## src/rtl/pipeline_stall_ctrl_pkg.sv

```systemverilog
// Shared definitions for the pipeline stall/flush controller: stall bus encodings,
// multi-cycle FSM state codes and the stall priority encoder.
package pipeline_stall_ctrl_pkg;

  localparam int unsigned StallBusW   = 6;
  localparam int unsigned InstAddrBus = 32;

  // Bit order: [0]pc [1]if [2]id [3]ex [4]mem [5]wb; 1 = hold
  localparam logic [StallBusW-1:0] StallNone = 6'b000000;
  localparam logic [StallBusW-1:0] StallId   = 6'b000111;
  localparam logic [StallBusW-1:0] StallEx   = 6'b001111;
  localparam logic [StallBusW-1:0] StallMem  = 6'b011111;

  localparam logic Stop   = 1'b1;
  localparam logic NoStop = 1'b0;

  typedef enum logic [1:0] {
    StIdle = 2'd0,
    StBusy = 2'd1,
    StDone = 2'd2
  } mc_state_e;

  // Flush beats everything so no stale op is held across a redirect.
  function automatic logic [StallBusW-1:0] stall_encode(input logic flush,
                                                        input logic mem_wait,
                                                        input logic ex_hold,
                                                        input logic id_hold);
    logic [StallBusW-1:0] vec;
    if (flush == Stop) begin
      vec = StallNone;
    end else if (mem_wait == Stop) begin
      vec = StallMem;
    end else if (ex_hold == Stop) begin
      vec = StallEx;
    end else if (id_hold == Stop) begin
      vec = StallId;
    end else begin
      vec = StallNone;
    end
    return vec;
  endfunction

endpackage

```

## src/rtl/stall_perf_cnt.sv

```systemverilog
// 32-bit saturating event counter; counts cycles where en_i is high, cleared only by rst.
module stall_perf_cnt (
  input  logic        clk,
  input  logic        rst,
  input  logic        en_i,
  output logic [31:0] cnt_o
);

  logic [31:0] cnt_q, cnt_d;

  always_comb begin
    cnt_d = cnt_q;
    if (en_i && (cnt_q != 32'hFFFF_FFFF)) begin
      cnt_d = cnt_q + 32'd1;
    end
  end

  always_ff @(posedge clk) begin
    if (rst) begin
      cnt_q <= '0;
    end else begin
      cnt_q <= cnt_d;
    end
  end

  assign cnt_o = cnt_q;

endmodule

```

## src/rtl/pipeline_stall_ctrl.sv

```systemverilog
// Central stall/flush controller around decode: merges stall sources into one stall vector,
// sequences multi-cycle EX ops and redirects fetch on flush.
module pipeline_stall_ctrl
  import pipeline_stall_ctrl_pkg::*;
#(
  parameter int unsigned MC_CYCLES = 32,
  parameter int unsigned CNT_W     = 6,
  parameter int unsigned PC_W      = InstAddrBus
) (
  input  logic            clk,
  input  logic            rst,
  input  logic            stallreq_id,
  input  logic            ex_mc_start,
  input  logic            mem_stall,
  input  logic            flush_req,
  input  logic [PC_W-1:0] flush_pc,
  output logic [5:0]      stall_o,
  output logic            ex_mc_done_o,
  output logic            flush_o,
  output logic [PC_W-1:0] new_pc_o,
  output logic [31:0]     stall_cycles_o
);

  localparam logic [CNT_W-1:0] CntLoad = CNT_W'(MC_CYCLES - 1);

  mc_state_e        state_q, state_d;
  logic [CNT_W-1:0] cnt_q, cnt_d;
  logic             flush_q, flush_d;
  logic [PC_W-1:0]  new_pc_q, new_pc_d;

  always_comb begin
    if (rst) begin
      stall_o = StallNone;
    end else begin
      stall_o = stall_encode(flush_req, mem_stall, ex_mc_start || (state_q == StBusy),
                             stallreq_id);
    end
  end

  always_comb begin
    state_d  = state_q;
    cnt_d    = cnt_q;
    flush_d  = 1'b0;
    new_pc_d = new_pc_q;
    if (flush_req) begin
      // Abort any in-flight op; a start in the same cycle is dropped.
      state_d  = StIdle;
      cnt_d    = '0;
      flush_d  = 1'b1;
      new_pc_d = flush_pc;
    end else begin
      unique case (state_q)
        StIdle: begin
          if (ex_mc_start) begin
            state_d = StBusy;
            cnt_d   = CntLoad;
          end
        end
        StBusy: begin
          if (cnt_q == '0) begin
            state_d = StDone;
          end else begin
            cnt_d = cnt_q - 1'b1;
          end
        end
        StDone: begin
          // Result must stay valid while the memory stage holds the pipe.
          if (!mem_stall) begin
            state_d = StIdle;
          end
        end
        default: state_d = StIdle;
      endcase
    end
  end

  always_ff @(posedge clk) begin
    if (rst) begin
      state_q  <= StIdle;
      cnt_q    <= '0;
      flush_q  <= 1'b0;
      new_pc_q <= '0;
    end else begin
      state_q  <= state_d;
      cnt_q    <= cnt_d;
      flush_q  <= flush_d;
      new_pc_q <= new_pc_d;
    end
  end

  assign ex_mc_done_o = (state_q == StDone);
  assign flush_o      = flush_q;
  assign new_pc_o     = new_pc_q;

  stall_perf_cnt u_perf_cnt (
    .clk   (clk),
    .rst   (rst),
    .en_i  (stall_o[0]),
    .cnt_o (stall_cycles_o)
  );

endmodule

```

## config.mk

```make
export PLATFORM = sky130hd
export DESIGN_NAME = pipeline_stall_ctrl
export DESIGN_NICKNAME = d
export VERILOG_FILES = /design/src/rtl/pipeline_stall_ctrl_pkg.sv /design/src/rtl/stall_perf_cnt.sv /design/src/rtl/pipeline_stall_ctrl.sv
export SDC_FILE = /design/constraint.sdc
export NUM_CORES = 1
export LEC_CHECK = 0
export ABC_CLOCK_PERIOD_IN_PS = 2900
export BUFFER_PORTS_ARGS = -buffer_cell sky130_fd_sc_hd__buf_2
export CAP_MARGIN = 10
export CORE_UTILIZATION = 50
export DETAILED_ROUTE_END_ITERATION = 8
export HOLD_SLACK_MARGIN = 0.15
export PLACE_DENSITY = 0.83
export REMOVE_ABC_BUFFERS = 1
export SLEW_MARGIN = 20
export SYNTH_ARGS = -nofsm -noshare
export SYNTH_HDL_FRONTEND = slang
export SYNTH_SLANG_ARGS = --single-unit
```

## constraint.sdc

```tcl
create_clock -name clk -period 2.9 [get_ports clk]
set_clock_uncertainty 0.15 [all_clocks]
set_input_delay 0.58 -clock clk [delete_from_list [all_inputs] [get_ports clk]]
set_output_delay 0.58 -clock clk [all_outputs]
set_load 0.03 [all_outputs]
```

* After elaboration in Yosys (flattened, before gate mapping)
Index checks and enable logic that the tools add are counted.
W data, S select, Z words.
** Operators by class
- $add $sub $neg :: 2
- Equality and inequality tests :: 7
- Mux-type cells :: 13
- Reduce and logical (&&, ||, !) cells :: 8
** Operator list (count)
- $add A32 B1 Y32 const B :: 1
- $ne A32 B32 Y1 const B :: 1
- $mux W6 :: 4
- $pmux W6 S2 :: 1
- $logic_not A6 Y1 :: 1
- $mux W2 :: 3
- $ne A2 B2 Y1 const B :: 3
- $pmux W2 S3 :: 1
- $reduce_and A3 Y1 :: 2
- $sub A6 B1 Y6 const B :: 1
- $mux W5 :: 1
- $mux W4 :: 1
- $mux W3 :: 1
- $eq A2 B1 Y1 const B :: 1
- $eq A2 B2 Y1 const B :: 1
- $logic_not A2 Y1 :: 1
- $ne A2 B1 Y1 const B :: 1
- $reduce_bool A2 Y1 :: 1
- $reduce_or A2 Y1 :: 1
- $logic_and A1 B1 Y1 :: 1
- $logic_or A1 B1 Y1 :: 1
- $mux W1 :: 1
** Storage, ports and cells
- Register bits :: 73
- Input port bits :: 38
- Output and inout bits :: 72

* Depth between registers and ports, before layout
- Depth after elaboration :: 7
- Mapped depth :: 10
- Depth with buffers taken out :: 6

* Hierarchy
From an unflattened synthesis, not the netlist that was laid out.
** Second synthesis, totals
- Cell total of the unflattened synthesis :: 370
- Area total of the unflattened synthesis :: 3360.7 um^2
** Modules (own cells, without submodules)
- pipeline_stall_ctrl :: instances 1, cells an instance 171, area an instance 1686.6 um^2, seq. area each 820.8 um^2
- stall_perf_cnt :: instances 1, cells an instance 199, area an instance 1674.1 um^2, seq. area each 640.6 um^2

* Least setup slack after synthesis
OpenSTA, ideal clock, no wires.
- Path kind :: register to register
- Start point :: register u_perf_cnt.cnt_q[2], in the netlist u_perf_cnt.cnt_o[2]
- End point :: register u_perf_cnt.cnt_q[31], in the netlist u_perf_cnt.cnt_o[31]
- Library setup time :: 0.123 ns
- Arrival time :: 2.304 ns
- Required time :: 2.627 ns
- Slack :: 0.323 ns
- Stages on the path, launching flop included :: 9
- Period minus slack after synthesis :: 2.577 ns
- Cell sequence :: dfxtp_1 -> and4_1 -> buf_2 -> nand4_2 -> or3_1 -> buf_2 -> buf_2 -> nor4_1 -> mux2_1
** On the way
- Longest elaborated chain between the ends :: 2
- Elaborated cells between the ends (all ways) :: 3
- Classes of those cells :: add/sub (1); eq/ne (1); reduce/logical (1)
** Ends and longest elaborated chain
- start, declared :: line stall_perf_cnt.sv:9 : logic [31:0] cnt_q, cnt_d;
- start signal, assigned :: line stall_perf_cnt.sv:22 : cnt_q <= cnt_d;
- parallel branches: the longest is 2 deep, another holds $add A32 B1 Y32
Several ways; the timed one is not identified.
A chain may end at the register's enable or synchronous reset.

* Final worst setup path
- Start point :: register u_perf_cnt.cnt_q[3], in the netlist u_perf_cnt.cnt_o[3]
- End point :: register u_perf_cnt.cnt_q[31], in the netlist u_perf_cnt.cnt_o[31]
The elaborated chain is that of the path after synthesis.

==> reports/qor.csv <==
stage;metric;value;unit
sta;slew_viol_final;0;
synthesis;synthCells;350;
setup_path;worstRegToRegCells;5;
synthesis;netlist_top_cells_count;dfxtp_1 (73), nor2_1 (50), mux2i_1 (34);
die;die_y;82.1;um
setup_path;path_buf_inv;0;
routing;drt_drc_violations_left;0;
power_and_ir_drop;p_int;1700;uW
setup_path;cpLargestDelayFamily;simple AND/OR/NAND/NOR gates;
power_and_ir_drop;netSwitchingFraction;25.4;%
finish;area_delta_synth_final;25.3;%
global_route;grt_pass1_wl;12200;um
clock_network;clk_pin_slew;80;ps
sta;fin_crit_sh;89.7;%
outcome;status;complete, no violations;
flow_run;cap_violations;0;
die;top_level_ports;110;
die;core.rowCount;28;
power_and_ir_drop;pwr-share-comb;10.9;%
setup_path;required;2980;ps
global_route;grt_overflow;0;
clock_network;worstSkewPairLatency;340;ps
synthesis;synth.area.top_cells;dfxtp_1 (46%), mux2i_1 (11%), nor2_1 (5.8%);
sta;hold_viol;0;
sta;grt_setup_unrepaired;no;
finish;finalInstanceArea;4020;sq um
placement;portBuffers;108;
setup_path;reg2reg_to;u_perf_cnt.cnt_o[31];
sta;setup_ws;300;ps
sta;max_clock_freq;0.385;GHz
placement;pre_cts_ws;336;ps
finish;post-route-util;66.4;%
clock_network;root_buffer;clkbuf_8;
die;die_x;82.1;um
sta;setup_viol;0;
power_and_ir_drop;ir_drop;0.000407;V
routing;wl_per_cell;14.6;um
power_and_ir_drop;pwr_density_cell;565;nW/um^2
setup_path;worstPathArrival;2680;ps
clock_network;cts_made_buffers;9;
setup_path;crit_path_end;u_perf_cnt.cnt_o[31];
routing;routed_wl;7770;um
global_route;antenna_found_initial;0;
setup_path;worstReg2RegStart;u_perf_cnt.cnt_o[3];
setup_path;slowest_stage;or3_1;
routing;routed_via_density;5.57;
setup_path;startpoint_type;flop;
power_and_ir_drop;seqPwrFrac;46.7;%
clock_network;cts_resized;0;
synthesis;synthDistinctLibCells;44;
power_and_ir_drop;clock_power_share;42.5;%
global_route;grt_pass1_vias;2637;
die;start_util;53.0;%
clock_network;cts_tree;yes;
setup_path;worst-path-stages;5;
routing;wl_met3;642;um
sta;finalCriticalPeriod;2600;ps
finish;drive_gt1_share;30.6;%
synthesis;ys_seq_area_share;45.5;%
routing;dr.pass1.iters;4;
routing;top_layer;met4;
die;dieArea;6750;sq um
setup_path;regToRegSetupSlack;300;ps
synthesis;ys.flop_type;dfxtp_1;
setup_path;worstPathCellList;and4_1 -> nand4_2 -> or3_1 -> nor4_1 -> mux2_1;
sta;maxSlewHeadroom;44.9;%
min_path;hold_path.class;input port to flop;
setup_path;setup.worst_path.class;flop to flop;
setup_path;end_kind;flop;
synthesis;synth-seq-cells;73;
synthesis;yosysWarnings;0;
routing;route.met2.wl;3480;um
placement;dpl.hpwl;5450;um
global_route;grt_usage;23.8;%
routing;via_count;2971;
synthesis;yosysMostFrequentCell;dfxtp_1;
setup_path;worstSetupStartpoint;u_perf_cnt.cnt_o[3];
setup_path;cpPeakStageDelay;620;ps
power_and_ir_drop;p_sw;577;uW
clock_network;cts_buffer_depth;2;
synthesis;syn-cell-area;3210;sq um
clock_network;cts.htree.levels;3;
routing;drtIter0Drc;119;
power_and_ir_drop;p_leak;0.00183;uW
routing;ant_nets;0;
global_route;grt_max_degree;63;
synthesis;synth_top_area_share;45.5;%
placement;dpl_cell_area;3780;sq um
sta;hold_ws;322;ps
synthesis;synth_top_cell_by_area;dfxtp_1;
setup_path;critPathMaxFanout;19;
synthesis;synthArstFlopShare;0;%
synthesis;syn_avg_cell_area;9.17;sq um
die;core;6060;sq um
finish;num_antenna_cells;0;
synthesis;synth-edff-count;0;
finish;nets;494;
routing;met1_length;3570;um
clock_network;cts.sinks;73;
clock_network;cts_setup_buffers;0;
sta;worst_slew_pin_slew;824;ps
clock_network;ctsHoldBuffers;0;
placement;place.gp.congestion;0.803;
## power groups by stage
stage               Sequential (uW)  Clock, uW  Combinational, uW
floorplan                      1140          0               88.5
global placement               1080          0                241
detailed placement             1080          0                247
CTS                            1060        984                248
global route                   1060       1030                268
finish                         1060        964                247
## final cells by class
class                           count  area [sq um]
Fill cell                         510          2040
Multi-Input combinational cell    248          1610
Sequential cell                    73          1460
Timing Repair Buffer              115           593
Clock buffer                        9           124
Clock inverter                      7           119
Tap cell                           75          93.8
Inverter                            6          22.5
## routing by layer
metal / up-vias / GRT usage, %
met2: 117 / 37.0
li1: 1467 / -
met1: 1376 / 30.5
met4: 0 / 7.54
met3: 11 / 8.79
met5: - / 0
## placed cells by master (no fill, tap or decap), types with 4 or more instances in the layout
cell      netlist  routed
buf_2           6     108
inv_1           5       5
nand3_1        17      17
xor2_1          6       6
nand4_1         5       5
or4_1          15      15
o211ai_1        4       4
buf_4           6       7
mux2i_1        34      34
nor2_1         50      50
nand2_1        16      16
or3_1           8       8
o21ai_0         4       4
and3_1          5       5
clkbuf_8        0       9
and4_1          5       5
dfxtp_1        73      73
o31ai_1        19      18
a21oi_1        29      29
## sequential cells by signal, summed over array words and instances, names as in the netlist
register	flops
new_pc_o	32
state_q	2
cnt_q	6
u_perf_cnt.cnt_o	32
flush_o	1
## worst min-delay path by stage
stage,start,cells after the start,end
final,flush_pc[3],3,new_pc_o[3]
after floorplan,cnt_q[1],2,cnt_q[1]
after global placement,new_pc_o[22],2,new_pc_o[22]
after CTS,flush_pc[13],3,new_pc_o[13]
after global routing,flush_pc[18],3,new_pc_o[18]
after detailed placement,new_pc_o[9],2,new_pc_o[9]
## through the flow
stage	TNS, ps	std cells	power [uW]
6_report	0	533	2270
4_1_cts	0	533	2290
3_3_place_gp	0	517	1320
3_5_place_dp	0	517	1330
5_1_grt	0	533	2360
2_1_floorplan	-2050	327	1220
## worst register-to-register path: stages, from the launching register on
cell and delay [ps]:
dfxtp_1 420, and4_1 340, nand4_2 210, or3_1 620, nor4_1 400, mux2_1 350
## logic make-up after synthesis
| family | share of synthesized area [%] |
|---|---|
| DFF | 45.5 |
| AOI/OAI and AO/OA | 12.8 |
| xor gates and xnor gates | 1.91 |
| muxes | 11.0 |
| other | 0.117 |
| buffers and inverters | 4.56 |
| adders and majority gates | 1.17 |
| and+or+nand+nor | 23.0 |
(Power assumes the default switching activity.)
